==> src/rtl/segment_transition_ctrl.sv <==
// Segment index sequencer with request/trigger driven segment switching.
// Optional feature: define SEGMENT_TRANSITION_GPIO_EN for the GPIO trigger mode and its synchronisers.
module segment_transition_ctrl #(
    parameter int  NUM_SEGMENT = 2,
    parameter int  IDX_WIDTH   = 16,
    parameter int  REP_WIDTH   = 16,
    localparam int SEG_W       = (NUM_SEGMENT > 1) ? $clog2(NUM_SEGMENT) : 1
) (
    input  logic                             clk_i,
    input  logic                             rst_i,
    input  logic                             update_i,
    input  logic [63:0]                      sys_time_i,
    input  logic [3:0]                       gpio_in_i,
    input  logic                             req_valid_i,
    input  logic [SEG_W-1:0]                 req_segment_i,
    input  logic [7:0]                       req_mode_i,
    input  logic [63:0]                      req_value_i,
    input  logic [NUM_SEGMENT*IDX_WIDTH-1:0] cycle_i,
    input  logic [NUM_SEGMENT*REP_WIDTH-1:0] rep_i,
    output logic [SEG_W-1:0]                 segment_o,
    output logic [IDX_WIDTH-1:0]             idx_o,
    output logic                             stop_o,
    output logic                             pending_o,
    output logic                             req_err_o
);

    localparam logic [1:0] ST_RUN    = 2'd0;
    localparam logic [1:0] ST_WAIT   = 2'd1;
    localparam logic [1:0] ST_SWITCH = 2'd2;

    localparam logic [7:0] MODE_SYNC = 8'h00;
    localparam logic [7:0] MODE_TIME = 8'h01;
    localparam logic [7:0] MODE_GPIO = 8'h02;
    localparam logic [7:0] MODE_EXT  = 8'hF0;

    logic [1:0]           state_q, state_d;
    logic [SEG_W-1:0]     seg_q, seg_d;
    logic [IDX_WIDTH-1:0] idx_q, idx_d;
    logic [REP_WIDTH-1:0] loop_q, loop_d;
    logic                 stop_q, stop_d;
    logic                 pending_q, pending_d;
    logic                 err_q, err_d;
    logic                 ext_q, ext_d;
    logic [SEG_W-1:0]     lat_seg_q, lat_seg_d;
    logic [7:0]           lat_mode_q, lat_mode_d;
    logic [63:0]          lat_value_q, lat_value_d;

    logic [IDX_WIDTH-1:0] cur_cycle;
    logic [REP_WIDTH-1:0] cur_rep;
    logic [SEG_W-1:0]     next_seg;
    logic                 at_last, last_loop, trig, fire, accept;
    logic                 gpio_trig, gpio_mode_ok;

    assign cur_cycle = cycle_i[int'(seg_q) * IDX_WIDTH +: IDX_WIDTH];
    assign cur_rep   = rep_i[int'(seg_q) * REP_WIDTH +: REP_WIDTH];
    assign next_seg  = (int'(seg_q) == NUM_SEGMENT - 1) ? '0 : seg_q + 1'b1;
    assign at_last   = (idx_q == cur_cycle);
    assign last_loop = !(&cur_rep) && (loop_q == cur_rep);

`ifdef SEGMENT_TRANSITION_GPIO_EN
    logic [3:0] sync1_q, sync2_q, sync3_q, rise_q;

    // Two synchroniser flops, an edge-detect flop and a registered rising-edge pulse.
    always_ff @(posedge clk_i or posedge rst_i) begin
        if (rst_i) begin
            sync1_q <= '0;
            sync2_q <= '0;
            sync3_q <= '0;
            rise_q  <= '0;
        end else begin
            sync1_q <= gpio_in_i;
            sync2_q <= sync1_q;
            sync3_q <= sync2_q;
            rise_q  <= sync2_q & ~sync3_q;
        end
    end

    assign gpio_trig    = rise_q[lat_value_q[1:0]];
    assign gpio_mode_ok = 1'b1;
`else
    logic gpio_unused;
    assign gpio_unused  = ^gpio_in_i;
    assign gpio_trig    = 1'b0;
    assign gpio_mode_ok = 1'b0;
`endif

    always_comb begin
        trig = 1'b0;
        case (lat_mode_q)
            MODE_SYNC: trig = update_i && (stop_q || at_last);
            MODE_TIME: trig = (sys_time_i >= lat_value_q);
            MODE_GPIO: trig = gpio_trig;
            MODE_EXT:  trig = 1'b1;
            default:   trig = 1'b0;
        endcase
    end

    assign fire   = (state_q == ST_WAIT) && trig;
    assign accept = req_valid_i && (int'(req_segment_i) < NUM_SEGMENT) &&
                    ((req_mode_i == MODE_SYNC) || (req_mode_i == MODE_TIME) ||
                     (req_mode_i == MODE_EXT) || (gpio_mode_ok && (req_mode_i == MODE_GPIO)));

    always_comb begin
        state_d     = state_q;
        seg_d       = seg_q;
        idx_d       = idx_q;
        loop_d      = loop_q;
        stop_d      = stop_q;
        pending_d   = pending_q;
        ext_d       = ext_q;
        lat_seg_d   = lat_seg_q;
        lat_mode_d  = lat_mode_q;
        lat_value_d = lat_value_q;
        err_d       = req_valid_i && !accept;

        if (update_i && !stop_q) begin
            if (!at_last) begin
                idx_d = idx_q + 1'b1;
            end else if (last_loop) begin
                // Auto-sequencing replaces the stop with a hop to the next segment.
                if (ext_q) begin
                    seg_d  = next_seg;
                    idx_d  = '0;
                    loop_d = '0;
                end else begin
                    stop_d = 1'b1;
                end
            end else begin
                idx_d  = '0;
                loop_d = loop_q + 1'b1;
            end
        end

        if (fire) begin
            state_d   = ST_SWITCH;
            seg_d     = lat_seg_q;
            idx_d     = '0;
            loop_d    = '0;
            stop_d    = 1'b0;
            pending_d = 1'b0;
            if (lat_mode_q == MODE_EXT) begin
                ext_d = 1'b1;
            end
        end else if (state_q == ST_SWITCH) begin
            state_d = pending_q ? ST_WAIT : ST_RUN;
        end

        // Latching happens after the trigger so a same-cycle request waits for the next one.
        if (accept) begin
            lat_seg_d   = req_segment_i;
            lat_mode_d  = req_mode_i;
            lat_value_d = req_value_i;
            pending_d   = 1'b1;
            if (req_mode_i != MODE_EXT) begin
                ext_d = 1'b0;
            end
            if (!fire) begin
                state_d = ST_WAIT;
            end
        end
    end

    always_ff @(posedge clk_i or posedge rst_i) begin
        if (rst_i) begin
            state_q     <= ST_RUN;
            seg_q       <= '0;
            idx_q       <= '0;
            loop_q      <= '0;
            stop_q      <= 1'b0;
            pending_q   <= 1'b0;
            err_q       <= 1'b0;
            ext_q       <= 1'b0;
            lat_seg_q   <= '0;
            lat_mode_q  <= MODE_SYNC;
            lat_value_q <= '0;
        end else begin
            state_q     <= state_d;
            seg_q       <= seg_d;
            idx_q       <= idx_d;
            loop_q      <= loop_d;
            stop_q      <= stop_d;
            pending_q   <= pending_d;
            err_q       <= err_d;
            ext_q       <= ext_d;
            lat_seg_q   <= lat_seg_d;
            lat_mode_q  <= lat_mode_d;
            lat_value_q <= lat_value_d;
        end
    end

    assign segment_o = seg_q;
    assign idx_o     = idx_q;
    assign stop_o    = stop_q;
    assign pending_o = pending_q;
    assign req_err_o = err_q;

endmodule

==> config.mk <==
export PLATFORM = sky130hd
export DESIGN_NAME = segment_transition_ctrl
export DESIGN_NICKNAME = d
export VERILOG_FILES = /design/src/rtl/segment_transition_ctrl.sv
export SDC_FILE = /design/constraint.sdc
export NUM_CORES = 1
export LEC_CHECK = 0
export BUFFER_PORTS_ARGS = -buffer_cell sky130_fd_sc_hd__buf_2
export CORE_ASPECT_RATIO = 0.8
export CORE_UTILIZATION = 52
export CTS_CLUSTER_SIZE = 20
export DETAILED_ROUTE_END_ITERATION = 10
export HOLD_SLACK_MARGIN = 0.02
export PLACE_DENSITY = 0.93
export SETUP_SLACK_MARGIN = 0.2
export SKIP_LAST_GASP = 1
export SYNTH_ARGS = -nofsm -noshare
export SYNTH_HDL_FRONTEND = slang
export SYNTH_SLANG_ARGS = --single-unit
==> constraint.sdc <==
create_clock -name clk_i -period 4.4 [get_ports clk_i]
set_input_delay 0.66 -clock clk_i [delete_from_list [all_inputs] [get_ports clk_i]]
set_output_delay 0.66 -clock clk_i [all_outputs]
set_load 0.01 [all_outputs]
### Word level (Yosys, flattened, before mapping)

Index checks and enable logic that the tools add are counted.

| operators by class | value |
|---|---|
| $add $sub $neg | 3 |
| $lt $le $gt $ge | 1 |
| eq/ne operators | 12 |
| shift operators | 2 |
| muxes and demuxes | 32 |
| reductions and logical operators | 24 |

Operators with widths:

| operator | count |
|---|---|
| $mux 16 | 9 |
| $ge 64x64->1 | 1 |
| $shiftx 32x6->16 | 2 |
| $add 16x1->16 const B | 2 |
| $eq 16x16->1 | 2 |
| $mux 1 | 18 |
| $eq 8x1->1 const B | 2 |
| $eq 8x8->1 const B | 2 |
| $logic_not 8->1 | 2 |
| $reduce_and 16->1 | 1 |
| $reduce_bool 2->1 | 5 |
| $mux 2 | 4 |
| $ne 8x8->1 const B | 1 |
| $reduce_and 4->1 | 2 |
| $logic_and 1x1->1 | 6 |
| $ne 4x3->1 const B | 1 |
| $logic_not 1->1 | 3 |
| $logic_or 1x1->1 | 3 |
| $ne 3x2->1 const B | 1 |
| $pmux 1 s3 | 1 |
| $reduce_and 3->1 | 1 |
| $eq 2x1->1 const B | 1 |
| $eq 2x2->1 const B | 1 |
| $ne 2x1->1 const B | 1 |
| 2 further kinds | 2 |

| word-level totals | value |
|---|---|
| register bits after elaboration | 112 |
| output and inout bits | 20 |
| word-level logic and storage cells | 85 |

### Logic depth before layout (Yosys ltp)

Gate-level depths: netlist of run 1.

| logic depth | value |
|---|---|
| word-level depth | 9 |
| gate-level depth with buffers | 12 |
| depth with buffers taken out | 10 |

### Worst setup path before layout of run 1

OpenSTA, ideal clock, no wires.

| timing | value |
|---|---|
| path kind | input port to flip-flop |
| start point | input sys_time_i[0] |
| end point | register idx_q[3], in the netlist idx_o[3] |
| library setup time | 0.099 ns |
| arrival | 2.879 ns |
| required time | 4.301 ns |
| slack | 1.421 ns |
| stages | 11 |
| path through | inv_1 > ha_1 > nand2b_1 > a2111oi_0 > a2111oi_0 > or4_1 > a41o_1 > nor3_2 > o22ai_2 > buf_2 > a311oi_1 |

| on the way | value |
|---|---|
| cells in the longest elaborated chain, start to end | 5 |
| elaborated cells between the ends (all ways) | 7 |
| classes of those cells | 1 x order compare; 1 x eq/ne; 2 x mux; 3 x reduce/logical |

RTL lines:

| item | line | RTL |
|---|---|---|
| start: declaration | 12 | `input logic [63:0] sys_time_i,` |
| $ge 64x64->1 * | 91 | `MODE_TIME: trig = (sys_time_i >= lat_value_q);` |
| $pmux 1 s3 * | 89 | `case (lat_mode_q)` |
| $logic_and 1x1->1 * | 98 | `assign fire = (state_q == ST_WAIT) && trig;` |
| $ne 4x3->1 (no line) or $reduce_bool 2->1 (tied branches) | - |  |
| $reduce_and 2->1 (no line) | - |  |
| end signal: assignment | 179 | `idx_q <= idx_d;` |
| end: declaration | 38 | `logic [IDX_WIDTH-1:0] idx_q, idx_d;` |

Every way passes the cells marked *; elsewhere a longest branch is shown, timed or not.
A chain may end at the register's enable or synchronous reset.

### Worst setup path after layout of run 1

| timing | value |
|---|---|
| start point | register seg_q, in the netlist segment_o |
| end point | register loop_q[7] |

| on the way | value |
|---|---|
| cells in the longest elaborated chain, start to end | 8 |
| elaborated cells between the ends (all ways) | 19 |
| classes of those cells | 3 x eq/ne; 2 x shift; 5 x mux; 9 x reduce/logical |

RTL lines:

| item | line | RTL |
|---|---|---|
| start: declaration | 37 | `logic [SEG_W-1:0] seg_q, seg_d;` |
| start signal: assignment | 178 | `seg_q <= seg_d;` |
| $shiftx 32x6->16 (on tied branches) | 54, 55 |  |
| $eq 16x16->1 or $reduce_and 16->1 (tied branches) | 57, 58 |  |
| $logic_or 1x1->1 or $logic_not 1->1 (tied branches) | 90, 58 |  |
| $logic_and 1x1->1 (on tied branches) | 90, 58 |  |
| $pmux 1 s3 or $mux 16 (tied branches) | 89, 119 |  |
| $logic_and 1x1->1 or $mux 16 (tied branches) | 98, 117 |  |
| $ne 3x2->1 (no line), or another cell as far along | - |  |
| $reduce_and 3->1 (no line) or $mux 16 (tied branches) | - |  |
| end signal: assignment | 180 | `loop_q <= loop_d;` |
| end: declaration | 39 | `logic [REP_WIDTH-1:0] loop_q, loop_d;` |

Several ways; a longest one is shown, not always the timed one. The select of a mux whose other input is x is not followed.

==> results.json, run 1 <==
{
  "syn_inst": 812,
  "clock_latency_ns": 0.35,
  "gp_routability_congestion": 0.873,
  "num-fill-cells": 1106,
  "core_um2": 13600,
  "post_synth_and_or_nand_nor_area_fraction_pct": 18.1,
  "std_cell_rows": 38,
  "drt-wirelength-per-cell_um": 15.0,
  "drt_wl_total_mm": 18.1,
  "post_synth_mux_area_share_pct": 4.60,
  "cts-buffers-inserted": 9,
  "cts_setup_buffers": 0,
  "async_reset_ff_share_pct": 100,
  "yosysSeqAreaShare_pct": 38.8,
  "clock_tree.buffer_depth": 2,
  "path_clk_slew_ns": 0.08,
  "remaining_drc_errors": 0,
  "io_buffer_count": 224,
  "synth-adder-area-share_pct": 11.4,
  "count_of_antenna_violating_nets_left_after_detailed_routing": 0,
  "power_density_nw_per_um2": 358,
  "setup_repair_after_global_routing_missed_its_margin": "no",
  "die_width_um": 134,
  "crit_path_max_incr_delay_ns": 0.86,
  "ios": 229,
  "antenna_found_initial": 1,
  "flow.area_growth_from_synthesis_pct": 21.3,
  "first_global_vias": 6476,
  "cts_h_tree_depth": 3,
  "timing.final.max_slew_violations": 0,
  "post_route_cells_drive_above_1_share_pct": 25.7,
  "yosys_register_bits": 112,
  "cp_slowest_cell": "sky130_fd_sc_hd__o311ai_2",
  "syn_nets": 1087,
  "floorplan.initialDensity_pct": 53.3,
  "worst-endpoint-required_ns": 4.58,
  "worst_slew_margin_rel_pct": 33.7,
  "ir_drop_v": 0.000220,
  "fin_hold_ws_ns": 0.361,
  "grt_start_max_net_pins": 65,
  "grt_pass1_wl_mm": 29.3,
  "timing.critical_path.arrival_ns": 3.67,
  "clock-sinks": 112,
  "cts_repair_resize_count": 0,
  "timing.critical_path.from_type": "flop",
  "report.power.total_mw": 3.14,
  "postSynth.topFlopCell": "sky130_fd_sc_hd__dfrtp_1",
  "insertedDiodeCount": 0,
  "clockRootBuffer": "sky130_fd_sc_hd__clkbuf_16",
  "synth_xor_xnor_area_share_pct": 4.01,
  "final-setup-viol-count": 0,
  "final_nets": 1295,
  "synth_area_in_compound_gates_pct": 16.7,
  "groute.usage.overall_pct": 25.6,
  "die_height_um": 107,
  "setup_total_negative_slack_ns": 0,
  "syn_avg_cell_area_um2": 8.89,
  "worst_clock_skew_ns": 0.0149,
  "critical_path_class": "reg2reg",
  "drt_pass1_iterations": 5,
  "routed-via-count": 6690,
  "finalHoldViolations": 0,
  "tightestPinTransition_ns": 0.994,
  "synth_cell_types": 55,
  "main_combinational_cell_family_by_area_after_synthesis": "simple AND/OR/NAND/NOR gates",
  "timing.critical_path.fanout_max": 26,
  "setup.worst_path.end_class": "flop",
  "status": "finished clean",
  "number_of_synthesized_flops_with_an_enable_pin": 0,
  "yosys_warnings": 0,
  "postCtsHoldBufs": 0,
  "hpwlAfterDp_mm": 14.2,
  "detail_route.vias_per_cell": 5.55,
  "holdCritPathClass": "in2async",
  "maxCapViolCount": 0,
  "fin_crit_sh_pct": 79.3,
  "overflow": 0,
  "critical_path.cell_chain": "buf_4 > mux2i_1 > xnor2_1 > nor4_1 > nand2_1 > o311ai_2 > nor2_1 > o21ai_0 > a21oi_1",
  "synthesis.area_um2": 7220,
  "crit_buf_inv": 1,
  "cellLeakagePower_nw": 4.41,
  "critical_path.top_delay_family": "compound AO/OA/AOI/OAI gates",
  "tritoncts": "yes",
  "finalWorstPathRequiredPeriod_ns": 3.49,
  "die-area_um2": 14400,
  "clock.fmax_ghz": 0.287,
  "initialDrtViolationCount": 451
}
where the power goes:
group	switching, mW	total [mW]	internal [mW]
Clock	0.394	0.848	0.453
Combinational	0.537	0.986	0.449
Sequential	0.118	1.30	1.19
Total	1.05	3.14	2.09
registers in the layout, summed over array words and instances, names as in the netlist:
name	count
req_err_o	1
stop_o	1
ext_q	1
state_q	2
lat_seg_q	1
idx_o	16
lat_value_q	64
loop_q	16
lat_mode_q	8
segment_o	1
pending_o	1
through the flow:
step | std cells | setup slack, ns | cell area, um2 | util, %
final | 1205 | 0.912 | 8750 | 64.6
after detailed placement | 1189 | 0.673 | 8440 | 62.3
after global placement | 1189 | 0.752 | 8440 | 62.3
after floorplan | 812 | 0.781 | 7220 | -
after CTS | 1205 | 0.932 | 8750 | 64.6
after global routing | 1205 | 0.602 | 8750 | 64.6
cell type report:
cell class	instances	area (um2)	area share, %
clock buffer	9	225	2.57
clock inverter	7	83.8	0.958
inverter	73	278	3.17
multi-input combinational	593	3960	45.3
sequential	112	2800	32.0
tap	180	225	2.57
timing repair buffer	231	1170	13.4
kinds of logic (layout without fill, tap and decap cells):
family                     after synthesis  in the layout
buffers and inverters                  107            320
and+or+nand+nor                        263            263
AOI/OAI and AO/OA                      198            198
muxes                                   33             33
adders and majority gates               66             66
xor gates and xnor gates                33             33
DFF                                    112            112
synth_stat cells (all sizes together) (2+ instances only):
master	number	share of area [%]
ha	66	11
a22oi	2	0.21
and2	5	0.43
clkbuf	18	0.94
a21oi	49	3.4
nor2	25	1.3
a221oi	3	0.36
a31oi	7	0.69
nand3	21	1.5
xor2	15	1.8
nand4	25	2.2
or2	2	0.17
o21a	2	0.21
a311oi	11	1.3
xnor2	18	2.2
nand2b	3	0.26
dfrtp	112	39
o21ai	90	6.2
mux2i	32	4.4
nor2b	7	0.61
a41oi	2	0.24
nand3b	9	0.94
nor3	12	1.1
a211oi	5	0.52
a31o	3	0.36
buf	16	1.5
nor4	10	1.1
and3	13	1.1
o211ai	4	0.42
inv	73	3.8
a21o	9	0.94
a2111oi	2	0.24
or3	13	1.1
nand2	114	5.9
worst paths after layout:
kind | from | endpoint | slack (ns) | depth (start not counted)
max | segment_o$_DFFE_PP0P_ | loop_q[7]$_DFFE_PP0P_ | 0.91 | 9
min | rst_i | lat_value_q[22]$_DFFE_PP0P_ | 0.36 | 2
max reg2reg | segment_o$_DFFE_PP0P_ | loop_q[7]$_DFFE_PP0P_ | 0.91 | 9
min reg2reg | lat_seg_q$_DFFE_PP0P_ | lat_seg_q$_DFFE_PP0P_ | 0.49 | 2
max in group asynchronous | rst_i | lat_value_q[6]$_DFFE_PP0P_ | 3.09 | 3
min in group clk_i | lat_seg_q$_DFFE_PP0P_ | lat_seg_q$_DFFE_PP0P_ | 0.49 | 2
routing by layer:
layer,up-vias,global-route usage (%),wire [um]
met5,-,0,0
met4,0,7.31,318
met3,29,5.93,1300
met2,245,43.9,8710
met1,3135,32.3,7750
li1,3281,-,-
cell usage in the layout, fill, tap and decap left out, types with 9 or more instances in the layout:
cell,count
sky130_fd_sc_hd__buf_2,224
sky130_fd_sc_hd__nand2_1,114
sky130_fd_sc_hd__dfrtp_1,111
sky130_fd_sc_hd__o21ai_0,90
sky130_fd_sc_hd__inv_1,71
sky130_fd_sc_hd__ha_1,66
sky130_fd_sc_hd__a21oi_1,49
sky130_fd_sc_hd__mux2i_1,32
sky130_fd_sc_hd__nand4_1,25
sky130_fd_sc_hd__nor2_1,25
sky130_fd_sc_hd__nand3_1,21
sky130_fd_sc_hd__xnor2_1,18
sky130_fd_sc_hd__xor2_1,15
sky130_fd_sc_hd__and3_1,13
sky130_fd_sc_hd__or3_1,13
sky130_fd_sc_hd__a311oi_1,11
sky130_fd_sc_hd__nor3_1,10
sky130_fd_sc_hd__nor4_1,9
sky130_fd_sc_hd__a21o_1,9
sky130_fd_sc_hd__nand3b_1,9
sky130_fd_sc_hd__clkbuf_16,9
No activity file was read; power rests on OpenSTA's default activity.
==> run 2, diff against run 1 <==
==> constraint.sdc (replaced) <==
create_clock -name clk_i -period 3.3 [get_ports clk_i]
set_input_delay 0.495 -clock clk_i [delete_from_list [all_inputs] [get_ports clk_i]]
set_output_delay 0.495 -clock clk_i [all_outputs]
set_load 0.01 [all_outputs]
==> run 2 against run 1 <==
Net effect: routed wire length increased by 4.2%; global-route usage grew 0.51 points; setup slack got worse by 0.56 ns; non-clock buffer count increased by 13; largest cell class unchanged; highest routed layer unchanged.
==> results.json, run 2 (same netlist as run 1, synthesis figures left out) <==
{
  "crit_path_max_incr_delay_ns": 0.47,
  "max_flop_register": "lat_value_q",
  "core_um2": 13600,
  "final_nets": 1308,
  "tightestPinTransition_ns": 1.13,
  "initialDrtViolationCount": 371,
  "pre_cts_ws_ns": -0.0432,
  "grt_pass1_wl_mm": 30.1,
  "cellLeakagePower_nw": 4.50,
  "hpwlAfterDp_mm": 14.4,
  "timing.critical_path.fanout_max": 16,
  "placedCellCount": 1196,
  "die_width_um": 134,
  "layout.core_utilization_pct": 66.3,
  "groute.usage.overall_pct": 26.2,
  "clock_tree.buffer_depth": 2,
  "cts-buffers-inserted": 9,
  "clock_latency_ns": 0.35,
  "final.setup.worst_slack_ns": 0.354,
  "power_density_nw_per_um2": 488,
  "worst_clock_skew_ns": 0.0116,
  "count_of_antenna_violating_nets_left_after_detailed_routing": 0,
  "remaining_drc_errors": 0,
  "number_of_flip_flops_under_the_largest_register_name": 64,
  "worst_r2r_startpoint": "lat_value_q[0]$_DFFE_PP0P_",
  "ir_drop_v": 0.000344,
  "setup.worst_path.end_class": "flop",
  "worst-endpoint-required_ns": 3.53,
  "ios": 229,
  "die_height_um": 107,
  "gp_routability_congestion": 0.855,
  "final_cell_mix": "224 x sky130_fd_sc_hd__buf_2, 114 x sky130_fd_sc_hd__nand2_1, 111 x sky130_fd_sc_hd__dfrtp_1",
  "min_delay_worst_endpoint": "lat_value_q[41]$_DFFE_PP0P_",
  "cp_slowest_cell": "sky130_fd_sc_hd__or4_1",
  "reg2reg_depth": 10,
  "clock-sinks": 112,
  "grt_start_max_net_pins": 52,
  "antenna_found_initial": 1,
  "holdCritPathClass": "in2reg",
  "reg2reg_to": "idx_o[8]$_DFFE_PP0P_",
  "first_global_vias": 6559,
  "finalWorstPathRequiredPeriod_ns": 2.95,
  "status": "finished clean",
  "final_cell_count_no_fill": 1219,
  "maxCapViolCount": 0,
  "critical_path.top_delay_family": "compound AO/OA/AOI/OAI gates",
  "die-area_um2": 14400,
  "fin_crit_sh_pct": 89.3,
  "drt_pass1_iterations": 4,
  "clockRootBuffer": "sky130_fd_sc_hd__clkbuf_16",
  "timing.critical_path.from_type": "flop",
  "report.power.total_mw": 4.39,
  "detail_route.vias_per_cell": 5.61,
  "crit_buf_inv": 1,
  "regToRegSetupSlack_ns": 0.35,
  "drt-wirelength-per-cell_um": 15.5,
  "setup_repair_after_global_routing_missed_its_margin": "no",
  "final-setup-viol-count": 0,
  "timing.critical_path.arrival_ns": 3.17,
  "finalHoldViolations": 0,
  "critical_path_class": "reg2reg",
  "std_cell_rows": 38,
  "hold_depth": 3,
  "path_clk_slew_ns": 0.08,
  "tritoncts": "yes",
  "timing.final.max_slew_violations": 0,
  "critical_path.cell_chain": "ha_1 > nand2b_1 > a2111oi_1 > a2111oi_0 > or4_1 > a41o_1 > nor3_4 > o22ai_4 > buf_12 > a311oi_1",
  "floorplan.initialDensity_pct": 53.3,
  "hold_path.startpoint": "req_value_i[41]",
  "most_common_library_cell_in_the_layout_ignoring_fill_and_taps": "sky130_fd_sc_hd__buf_2",
  "flow.area_growth_from_synthesis_pct": 24.5,
  "overflow": 0,
  "setup_total_negative_slack_ns": 0,
  "worst_slew_margin_rel_pct": 24.3,
  "cts_h_tree_depth": 3,
  "drt_wl_total_mm": 18.8,
  "routed-via-count": 6836,
  "io_buffer_count": 224,
  "clock.fmax_ghz": 0.339,
  "post_route_cells_drive_above_1_share_pct": 26.7
}
## run 2: cell count changes in the layout (fill, tap and decap cells not counted), sizes merged
cell / delta
buf: +13
bufinv: +1
clkinv: -1
clkinvlp: +1
diode: +1
inv: -1
## run 2: power breakdown
| part | switching [mW] | internal (mW) |
|---|---|---|
| clock | 0.540 | 0.685 |
| sequential | 0.133 | 1.58 |
| combinational | 0.770 | 0.673 |
| total | 1.44 | 2.94 |
## run 2: timing repair
| action | in CTS | in global routing |
|---|---|---|
| pin swaps | 0 | 1 |
| resized for setup | 2 | 4 |
| hold buffers | 0 | 0 |
| endpoints found under the setup margin | 1 | 33 |
| buffers inserted | 0 | 6 |
## run 2: worst max-delay path by stage
stage,from,to,slack [ns],depth (start not counted)
after floorplan,sys_time_i[0],idx_o[3]$_DFFE_PP0P_,0.49,11
after global placement,sys_time_i[0],idx_o[2]$_DFFE_PP0P_,0.1,12
after detailed placement,sys_time_i[0],idx_o[8]$_DFFE_PP0P_,-0.04,12
after CTS,segment_o$_DFFE_PP0P_,idx_o[8]$_DFFE_PP0P_,0.21,8
after global routing,segment_o$_DFFE_PP0P_,loop_q[12]$_DFFE_PP0P_,0.20,11
final,lat_value_q[0]$_DFFE_PP0P_,idx_o[8]$_DFFE_PP0P_,0.35,10
## run 2: layout make-up
class                           instances  area (um2)
Sequential cell                       112        2810
Antenna cell                            1        2.50
Inverter                               73         279
Multi-Input combinational cell        593        3990
Fill cell                            1107        4570
Clock buffer                            9         225
Timing Repair Buffer                  244        1350
Clock inverter                          7         110
Tap cell                              180         225
## run 2: layer usage
| metal | global-route usage (%) | vias up | wire, um |
|---|---|---|---|
| li1 | - | 3319 | - |
| met1 | 33.8 | 3222 | 8250 |
| met2 | 43.6 | 255 | 8900 |
| met3 | 5.60 | 40 | 1230 |
| met4 | 8.77 | 0 | 459 |
| met5 | 0 | - | 0 |
## run 2: worst register-to-register path, stage by stage, from the launching register on
cell and delay [ns]:
sky130_fd_sc_hd__dfrtp_1 0.40, sky130_fd_sc_hd__ha_1 0.27, sky130_fd_sc_hd__nand2b_1 0.14, sky130_fd_sc_hd__a2111oi_1 0.40
sky130_fd_sc_hd__a2111oi_0 0.11, sky130_fd_sc_hd__or4_1 0.47, sky130_fd_sc_hd__a41o_1 0.22, sky130_fd_sc_hd__nor3_4 0.21
sky130_fd_sc_hd__o22ai_4 0.17, sky130_fd_sc_hd__buf_12 0.19, sky130_fd_sc_hd__a311oi_1 0.27
## run 2: per-stage QoR
stage / instance area, um2 / hold WS (ns)
3_5_place_dp: 8560 / 0.469
2_1_floorplan: 7220 / 0.440
6_report: 8980 / 0.346
5_1_grt: 8980 / 0.342
3_3_place_gp: 8560 / 0.464
4_1_cts: 8910 / 0.335
==> run 3, diff against run 2 <==
--- a/config.mk
+++ b/config.mk
@@ -6,12 +6,14 @@
 export NUM_CORES = 1
 export LEC_CHECK = 0
 export BUFFER_PORTS_ARGS = -buffer_cell sky130_fd_sc_hd__buf_2
+export CAP_MARGIN = 20
 export CORE_ASPECT_RATIO = 0.8
 export CORE_UTILIZATION = 52
 export CTS_CLUSTER_SIZE = 20
 export DETAILED_ROUTE_END_ITERATION = 10
 export HOLD_SLACK_MARGIN = 0.02
 export PLACE_DENSITY = 0.93
+export RECOVER_POWER = 50
 export SETUP_SLACK_MARGIN = 0.2
 export SKIP_LAST_GASP = 1
 export SYNTH_ARGS = -nofsm -noshare
==> run 3 against run 2 <==
Net effect: design area is 0.72% lower; clock power hardly changed; largest power group unchanged; critical path type unchanged; first-iteration DRC count is 1.3% higher; largest cell class unchanged; critical endpoint is now idx_o[10]$_DFFE_PP0P_; clock skew is 0.0037 ns lower.
==> results.json, run 3 (same netlist as run 1, synthesis figures left out) <==
{
  "remaining_drc_errors": 0,
  "count_of_antenna_violating_nets_left_after_detailed_routing": 0,
  "pwr-share-clk_pct": 27.8,
  "timing.critical_path.from_type": "flop",
  "crit_buf_inv": 1,
  "finish.instance_area_um2": 8920,
  "most_common_library_cell_in_the_layout_ignoring_fill_and_taps": "sky130_fd_sc_hd__buf_2",
  "hpwlAfterDp_mm": 14.4,
  "clock-sinks": 112,
  "gp_routability_congestion": 0.855,
  "power.switching_fraction_pct": 32.8,
  "drt_wl_total_mm": 18.4,
  "detail_route.vias_per_cell": 5.58,
  "cts_h_tree_depth": 3,
  "std_cell_rows": 38,
  "finalWorstPathRequiredPeriod_ns": 2.91,
  "die_width_um": 134,
  "timing.critical_path.fanout_max": 16,
  "final_cell_mix": "217 x sky130_fd_sc_hd__buf_2, 114 x sky130_fd_sc_hd__nand2_1, 111 x sky130_fd_sc_hd__dfrtp_1",
  "core_um2": 13600,
  "worst_slew_margin_rel_pct": 9.57,
  "maxCapViolCount": 0,
  "io_buffer_count": 224,
  "grt_pass1_wl_mm": 29.7,
  "ir_drop_v": 0.000318,
  "post_route_cells_drive_above_1_share_pct": 25.5,
  "timing.final.max_slew_violations": 0,
  "cts-buffers-inserted": 9,
  "max_flop_register": "lat_value_q",
  "clock_latency_ns": 0.35,
  "clockRootBuffer": "sky130_fd_sc_hd__clkbuf_16",
  "setup_repair_after_global_routing_missed_its_margin": "no",
  "initialDrtViolationCount": 376,
  "groute.usage.overall_pct": 25.9,
  "flow.area_growth_from_synthesis_pct": 23.6,
  "floorplan.initialDensity_pct": 53.3,
  "fin_crit_sh_pct": 88.3,
  "cellLeakagePower_nw": 4.44,
  "die-area_um2": 14400,
  "final_nets": 1306,
  "grt_start_max_net_pins": 51,
  "routed-via-count": 6785,
  "worst_clock_skew_ns": 0.00788,
  "path_clk_slew_ns": 0.08,
  "p_sw_mw": 1.42,
  "intPower_mw": 2.91,
  "critical_path_class": "reg2reg",
  "overflow": 0,
  "tritoncts": "yes",
  "drt-wirelength-per-cell_um": 15.1,
  "finalHoldViolations": 0,
  "timing.critical_path.arrival_ns": 3.16,
  "ios": 229,
  "first_global_vias": 6516,
  "status": "finished clean",
  "die_height_um": 107,
  "drt_pass1_iterations": 4,
  "holdCritPathClass": "in2reg",
  "number_of_flip_flops_under_the_largest_register_name": 64,
  "critical_path.cell_chain": "ha_1 > nand2b_1 > a2111oi_1 > a2111oi_0 > or4_1 > a41o_1 > nor3_4 > o22ai_4 > buf_12 > a311oi_1",
  "setup.worst_path.end_class": "flop",
  "clock.fmax_ghz": 0.343,
  "worst-endpoint-required_ns": 3.55,
  "critical_path.top_delay_family": "compound AO/OA/AOI/OAI gates",
  "clock_tree.buffer_depth": 2,
  "final-setup-viol-count": 0,
  "combPwrFrac_pct": 32.8,
  "detailed_place.area_um2": 8580,
  "report.power.total_mw": 4.32,
  "power_density_nw_per_um2": 485,
  "antenna_found_initial": 1,
  "power_frac_seq_pct": 39.4,
  "crit_path_max_incr_delay_ns": 0.48,
  "cp_slowest_cell": "sky130_fd_sc_hd__or4_1",
  "tightestPinTransition_ns": 1.36
}
run 3: repair_timing:
item,4_1_cts,5_1_grt
endpoints found under the setup margin,0,35
gates resized for setup,0,7
setup buffers,0,3
hold buffers,0,0
run 3: tightest hold or removal path: stages:
cell	delay, ns
sky130_fd_sc_hd__buf_2	0.08
sky130_fd_sc_hd__nand2_1	0.03
sky130_fd_sc_hd__o21ai_0	0.05
run 3: final timing paths:
| check | startpoint | endpoint | slack [ns] | cells past startpoint |
|---|---|---|---|---|
| worst min register to register | lat_seg_q$_DFFE_PP0P_ | lat_seg_q$_DFFE_PP0P_ | 0.49 | 2 |
| max in group asynchronous | rst_i | lat_value_q[9]$_DFFE_PP0P_ | 0.67 | 4 |
| worst max register to register | lat_value_q[0]$_DFFE_PP0P_ | idx_o[10]$_DFFE_PP0P_ | 0.39 | 10 |
| worst min-delay path | req_value_i[40] | lat_value_q[40]$_DFFE_PP0P_ | 0.34 | 3 |
| min in group asynchronous | rst_i | idx_o[6]$_DFFE_PP0P_ | 0.39 | 2 |
| worst max-delay path | lat_value_q[0]$_DFFE_PP0P_ | idx_o[10]$_DFFE_PP0P_ | 0.39 | 10 |
run 3: stage by stage:
stage	hold slack (ns)	worst slack, ns	std cells	utilization [%]	setup TNS (ns)
final	0.344	0.387	1217	65.8	0
after global routing	0.336	0.139	1216	65.8	0
after detailed placement	0.469	-0.00938	1197	63.3	-0.00938
after CTS	0.236	0.217	1213	65.7	0
after global placement	0.464	0.0992	1196	63.2	0
after floorplan	0.440	0.486	812	-	0
run 3: power groups by stage:
stage	Combinational [mW]	Sequential, mW	Clock (mW)
after floorplan	0.965	1.72	0
after CTS	1.34	1.74	1.22
after global routing	1.58	1.73	1.27
final	1.42	1.70	1.20
after detailed placement	1.33	1.76	0
after global placement	1.27	1.75	0
run 3: final cells by class:
type                            instances  area (um2)
Sequential cell                       112        2810
Multi-Input combinational cell        593        3990
Timing Repair Buffer                  242        1290
Tap cell                              180         225
Clock inverter                          7         100
Fill cell                            1102        4630
Inverter                               73         277
Clock buffer                            9         225
Antenna cell                            1        2.50
run 3: layer usage:
layer,share of wire (%),GRT usage [%],vias to the layer above
met2,47,43.2,267
met5,0,0,-
li1,-,-,3314
met3,6.8,5.93,37
met4,2.3,8.44,0
met1,44,33.3,3167
